--- config.mk ---
export PLATFORM = sky130hd
export DESIGN_NAME = mem_arbiter
export DESIGN_NICKNAME = d
export VERILOG_FILES = /design/src/rtl/tinyv_mem_pkg.sv /design/src/rtl/mem_arb_grant.sv /design/src/rtl/mem_arbiter.sv
export SDC_FILE = /design/constraint.sdc
export NUM_CORES = 1
export LEC_CHECK = 0
export ABC_AREA = 1
export CORE_ASPECT_RATIO = 0.9
export CORE_MARGIN = 4
export CORE_UTILIZATION = 44
export CTS_CLUSTER_DIAMETER = 60
export DETAILED_ROUTE_END_ITERATION = 16
export PLACE_DENSITY = 0.86
export SLEW_MARGIN = 30
export SYNTH_ARGS = -nofsm -noshare
export SYNTH_HDL_FRONTEND = slang
export SYNTH_SLANG_ARGS = --single-unit
--- constraint.sdc ---
create_clock -name clk -period 2.3 [get_ports clk]
set_clock_uncertainty 0.05 [all_clocks]
set_input_delay 0.345 -clock clk [delete_from_list [all_inputs] [get_ports clk]]
set_output_delay 0.345 -clock clk [all_outputs]
set_load 0.02 [all_outputs]
--- src/rtl/tinyv_mem_pkg.sv ---
// Shared types and widths for the core memory arbiter.
package tinyv_mem_pkg;

  localparam int MEM_ADDR_W = 32;
  localparam int MEM_DATA_W = 32;
  localparam int MEM_BE_W   = MEM_DATA_W / 8;

  // Bit positions inside the one-hot grant vector.
  localparam int GNT_IF = 0;
  localparam int GNT_LS = 1;

  typedef enum logic [1:0] {
    IDLE,
    REQ,
    WAIT
  } mem_arb_state_e;

  typedef enum logic {
    OWN_IF,
    OWN_LS
  } mem_owner_e;

  typedef struct packed {
    logic [MEM_ADDR_W-1:0] addr;
    logic                  we;
    logic [MEM_DATA_W-1:0] wdata;
    logic [MEM_BE_W-1:0]   be;
  } mem_req_t;

endpackage

--- src/rtl/mem_arb_grant.sv ---
// One-hot grant between fetch and load/store, only while the arbiter is idle.
// MEM_ARB_ROUND_ROBIN_EN selects round-robin on ties; otherwise ls always wins.
module mem_arb_grant
  import tinyv_mem_pkg::*;
(
  input  logic       clk,
  input  logic       reset,
  input  logic       if_valid,
  input  logic       ls_valid,
  input  logic       idle,
  output logic [1:0] grant
);

`ifdef MEM_ARB_ROUND_ROBIN_EN
  mem_owner_e last_grant;

  always_ff @(posedge clk) begin
    if (reset) begin
      last_grant <= OWN_IF;
    end else if (|grant) begin
      last_grant <= grant[GNT_LS] ? OWN_LS : OWN_IF;
    end
  end

  always_comb begin
    grant = '0;
    if (idle) begin
      if (if_valid && ls_valid) begin
        if (last_grant == OWN_IF) grant[GNT_LS] = 1'b1;
        else                      grant[GNT_IF] = 1'b1;
      end else begin
        grant[GNT_LS] = ls_valid;
        grant[GNT_IF] = if_valid;
      end
    end
  end
`else
  // Fixed priority keeps no history, so the clock and reset go unused here.
  logic unused_clk_rst;
  assign unused_clk_rst = clk ^ reset;

  always_comb begin
    grant = '0;
    if (idle) begin
      if (ls_valid)      grant[GNT_LS] = 1'b1;
      else if (if_valid) grant[GNT_IF] = 1'b1;
    end
  end
`endif

endmodule

--- src/rtl/mem_arbiter.sv ---
// Sequential arbiter sharing the single-port memory between fetch and load/store.
// Grant policy: fixed ls > if, or round-robin when MEM_ARB_ROUND_ROBIN_EN is defined.
//
// state | meaning
// IDLE  | no transaction open; grant one requester and latch its request
// REQ   | mem_req_valid high with latched fields until mem_req_ready
// WAIT  | waiting for mem_rsp_valid; response goes to the owner next cycle
module mem_arbiter
  import tinyv_mem_pkg::*;
#(
  parameter int ADDR_W = MEM_ADDR_W,
  parameter int DATA_W = MEM_DATA_W
) (
  input  logic                clk,
  input  logic                reset,
  input  logic                if_req_valid,
  output logic                if_req_ready,
  input  logic [ADDR_W-1:0]   if_req_addr,
  output logic                if_rsp_valid,
  output logic [DATA_W-1:0]   if_rsp_rdata,
  input  logic                ls_req_valid,
  output logic                ls_req_ready,
  input  logic [ADDR_W-1:0]   ls_req_addr,
  input  logic                ls_req_we,
  input  logic [DATA_W-1:0]   ls_req_wdata,
  input  logic [DATA_W/8-1:0] ls_req_be,
  output logic                ls_rsp_valid,
  output logic [DATA_W-1:0]   ls_rsp_rdata,
  output logic                mem_req_valid,
  input  logic                mem_req_ready,
  output logic [ADDR_W-1:0]   mem_req_addr,
  output logic                mem_req_we,
  output logic [DATA_W-1:0]   mem_req_wdata,
  output logic [DATA_W/8-1:0] mem_req_be,
  input  logic                mem_rsp_valid,
  input  logic [DATA_W-1:0]   mem_rsp_rdata
);

  mem_arb_state_e state, state_next;
  mem_owner_e     owner;
  mem_req_t       req_q;
  logic [1:0]     grant;
  logic           idle;
  logic           rsp_fire;

  // Gating with reset keeps ready low while the latch is held in reset.
  assign idle     = (state == IDLE) && !reset;
  assign rsp_fire = (state == WAIT) && mem_rsp_valid;

  mem_arb_grant u_grant (
    .clk      (clk),
    .reset    (reset),
    .if_valid (if_req_valid),
    .ls_valid (ls_req_valid),
    .idle     (idle),
    .grant    (grant)
  );

  assign if_req_ready  = grant[GNT_IF];
  assign ls_req_ready  = grant[GNT_LS];
  assign mem_req_valid = (state == REQ);
  assign mem_req_addr  = req_q.addr;
  assign mem_req_we    = req_q.we;
  assign mem_req_wdata = req_q.wdata;
  assign mem_req_be    = req_q.be;

  always_ff @(posedge clk) begin
    if (reset) state <= IDLE;
    else       state <= state_next;
  end

  always_comb begin
    state_next = state;
    case (state)
      IDLE:    if (|grant)        state_next = REQ;
      REQ:     if (mem_req_ready) state_next = WAIT;
      WAIT:    if (mem_rsp_valid) state_next = IDLE;
      default:                    state_next = IDLE;
    endcase
  end

  always_ff @(posedge clk) begin
    if (reset) begin
      req_q        <= '0;
      owner        <= OWN_IF;
      if_rsp_valid <= 1'b0;
      if_rsp_rdata <= '0;
      ls_rsp_valid <= 1'b0;
      ls_rsp_rdata <= '0;
    end else begin
      if_rsp_valid <= 1'b0;
      ls_rsp_valid <= 1'b0;
      if (grant[GNT_LS]) begin
        req_q <= '{addr: ls_req_addr, we: ls_req_we, wdata: ls_req_wdata, be: ls_req_be};
        owner <= OWN_LS;
      end else if (grant[GNT_IF]) begin
        req_q <= '{addr: if_req_addr, we: 1'b0, wdata: '0, be: '0};
        owner <= OWN_IF;
      end
      if (rsp_fire) begin
        if (owner == OWN_LS) begin
          ls_rsp_valid <= 1'b1;
          ls_rsp_rdata <= req_q.we ? '0 : mem_rsp_rdata;
        end else begin
          if_rsp_valid <= 1'b1;
          if_rsp_rdata <= mem_rsp_rdata;
        end
      end
    end
  end

endmodule
==> flow_metrics.py <==
metrics = {
    "detailed_routing": {
        "wl_mm": 18.7,
        "viasPerCell": 4.98,
        "num_vias": 6025,
        "dr_wl_met3_mm": 1.93,
        "dr.pass1.iters": 5,
        "highest_layer": "met4",
        "wl_per_cell_um": 15.4,
        "met1_length_mm": 7.21,
        "drc": 0,
        "antenna_left": 0,
        "drtIter0Drc": 375,
        "routed-wl-met2_mm": 8.95,
    },
    "timing": {
        "holdWs_ns": 0.121,
        "tns_ns": 0,
        "setup_viol": 0,
        "timing.final.crit_share_pct": 94.3,
        "hold_violations": 0,
        "maxSlewViolCount": 0,
        "fin_crit_ns": 2.17,
        "maxSlewHeadroom_pct": 58.2,
        "tightest_slew_ns": 0.627,
        "rsz0062_at_grt": "false",
        "fmax_mhz": 461,
    },
    "critical_path": {
        "ff2ff_path_depth": 6,
        "cpMaxStageDelayCell": "clkdlybuf4s50_1",
        "r2r_start": "state[1]$_SDFFE_PP0P_",
        "crit_chain": "nor2_4, nand4_1, inv_1, clkdlybuf4s50_1",
        "crit_start": "state[1]$_SDFFE_PP0P_",
        "critical_path_class": "flip-flop to output pin",
        "critical_path_arrival_ns": 1.77,
        "timing.rr.end": "mem_req_addr[5]$_SDFFE_PP0P_",
        "crit_path_start_kind": "flip-flop",
        "cp-end-kind": "output pin",
        "critPathCapture": "if_req_ready",
        "cpPeakStageDelay_ns": 0.62,
        "cp_max_fo": 4,
        "cp.required_ns": 1.90,
        "r2r_setup_slack_ns": 0.55,
    },
    "cells_and_area": {
        "final_cell_mix": "clkdlybuf4s50_1 (275), nand2_1 (236), dfxtp_1 (138)",
        "final_common_cell": "clkdlybuf4s50_1",
        "nets": 1176,
        "stdcell_count": 1210,
        "n_antenna_cell": 0,
        "fin_util_pct": 73.6,
        "drive_above_1_share_pct": 6.19,
        "syn2layout_area_growth_pct": 60.8,
    },
    "floorplanning": {
        "initial_core_util_pct": 45.8,
        "num_rows": 38,
        "die_x_um": 127,
        "coreArea_mm2": 0.0123,
        "io_pins": 277,
        "die_area_mm2": 0.0146,
        "die_h_um": 115,
    },
    "global_routing": {
        "overflow": 0,
        "grt_max_degree": 71,
        "antenna_found_initial": 0,
        "track_usage_pct": 24.9,
        "grt_pass1_vias": 5642,
        "grt_first_pass_wirelength_mm": 28.8,
    },
    "synth": {
        "synth_cell_type_count": 20,
        "synthTopCellsByArea": "dfxtp_1 (49%), nand2_1 (16%), a21oi_1 (9.1%)",
        "synth_top_cell_by_area": "dfxtp_1",
        "synth_ff_type": "dfxtp_1",
        "synthesis.nets": 924,
        "synth_seq_cells": 138,
        "synth_enable_flop_cells": 0,
        "syn_inst": 785,
        "async_flop_share_pct": 0,
        "synthesis.area_mm2": 0.00562,
        "ys_seq_area_share_pct": 49.2,
        "synth_warnings": 0,
        "yosysTopAreaCellShare_pct": 49.2,
        "syn_area_per_cell_um2": 7.15,
    },
    "clock_network": {
        "cts_tree": "done",
        "cts_setup_buffers": 0,
        "cts_root_buf": "clkbuf_16",
        "hold_buffers": 0,
        "cts_buffer_depth": 2,
        "numCtsBuffers": 17,
        "clock_latency_ns": 0.41,
        "post_cts_resized": 0,
        "htree_num_levels": 4,
        "clock_sinks": 138,
        "cts.clk_slew.worst_paths_ns": 0.05,
    },
    "worst_hold_path": {
        "hold_path_depth": 2,
        "worstHoldPathType": "input pin to flip-flop",
    },
    "run_status": {
        "outcome": "completed",
    },
    "place": {
        "portBuffers": 276,
        "gp_congestion": 0.837,
        "place_inst": 1178,
        "dp_hpwl_mm": 12.8,
    },
    "power": {
        "p_leak_nw": 3.56,
        "p_per_area_mw_per_mm2": 684,
        "peakVddDrop_v": 0.000691,
        "total_power_mw": 6.18,
    },
    "run": {
        "cap_violations": 0,
    },
}
## synthesized netlist by cell type (2+ instances only)
master / count
a21oi_1: 102
buf_1: 3
buf_2: 18
buf_4: 4
clkbuf_1: 33
dfxtp_1: 138
inv_1: 72
inv_2: 5
nand2_1: 236
nand3_1: 2
nand4_1: 33
nor2_1: 68
nor3_1: 23
nor3_2: 10
o21ai_0: 33
## cell type report
class	count	area [um2]
fillers	913	3240
repair buffers	292	2910
flip-flops and latches	138	2760
multi-input cells	511	2300
clock buffers	25	505
inverters	77	289
well taps	160	200
clock inverters	7	63.8
## routing by layer
layer | up-vias | GRT usage, %
li1 | 2997 | -
met1 | 2732 | 27.4
met2 | 256 | 42.2
met3 | 40 | 10.7
met4 | 0 | 11.0
met5 | - | 0
## through the flow
step                setup slack, ns  instance area [um2]
floorplan                     0.709                 5620
global placement              0.158                 8460
detailed placement            0.155                 8460
CTS                          0.0959                 9030
global route                 0.0609                 9030
finish                        0.131                 9030
## cell families after synthesis
logic type | after synthesis | share of synthesized area (%)
simple gates | 374 | 28.4
flops | 138 | 49.2
compound gates | 137 | 12.5
buf+inv | 136 | 9.89
## flip-flops by register name, indices dropped and copies added, names as in the netlist
name           count
mem_req_addr      32
if_rsp_valid       1
state              2
ls_rsp_valid       1
owner              1
mem_req_wdata     32
if_rsp_rdata      32
mem_req_we         1
mem_req_be         4
ls_rsp_rdata      32
## worst max-delay path, delay by kind of cell, from the launching register on
family,cells,cell delay (ns)
buffers and inverters,2,0.69
AND/OR/NAND/NOR,2,0.32
flip-flops,1,0.34
## power by group
group | total, mW | internal, mW | switching (mW)
combinational | 1.03 | 0.503 | 0.531
sequential | 2.55 | 2.50 | 0.0554
clock | 2.59 | 1.62 | 0.969
## worst min path at each step
stage                                   start  slack, ns                             end
5_1_grt                                 reset       0.12   mem_req_addr[10]$_SDFFE_PP0P_
2_1_floorplan                    ls_req_be[0]       0.44      mem_req_be[0]$_SDFFE_PP0P_
3_3_place_gp   mem_req_wdata[17]$_SDFFE_PP0P_       0.40  mem_req_wdata[17]$_SDFFE_PP0P_
3_5_place_dp    mem_req_wdata[1]$_SDFFE_PP0P_       0.40   mem_req_wdata[1]$_SDFFE_PP0P_
4_1_cts                                 reset       0.11   mem_req_addr[10]$_SDFFE_PP0P_
6_report                                reset       0.12   mem_req_addr[14]$_SDFFE_PP0P_
Note: power is estimated with default switching activity, not from simulation.
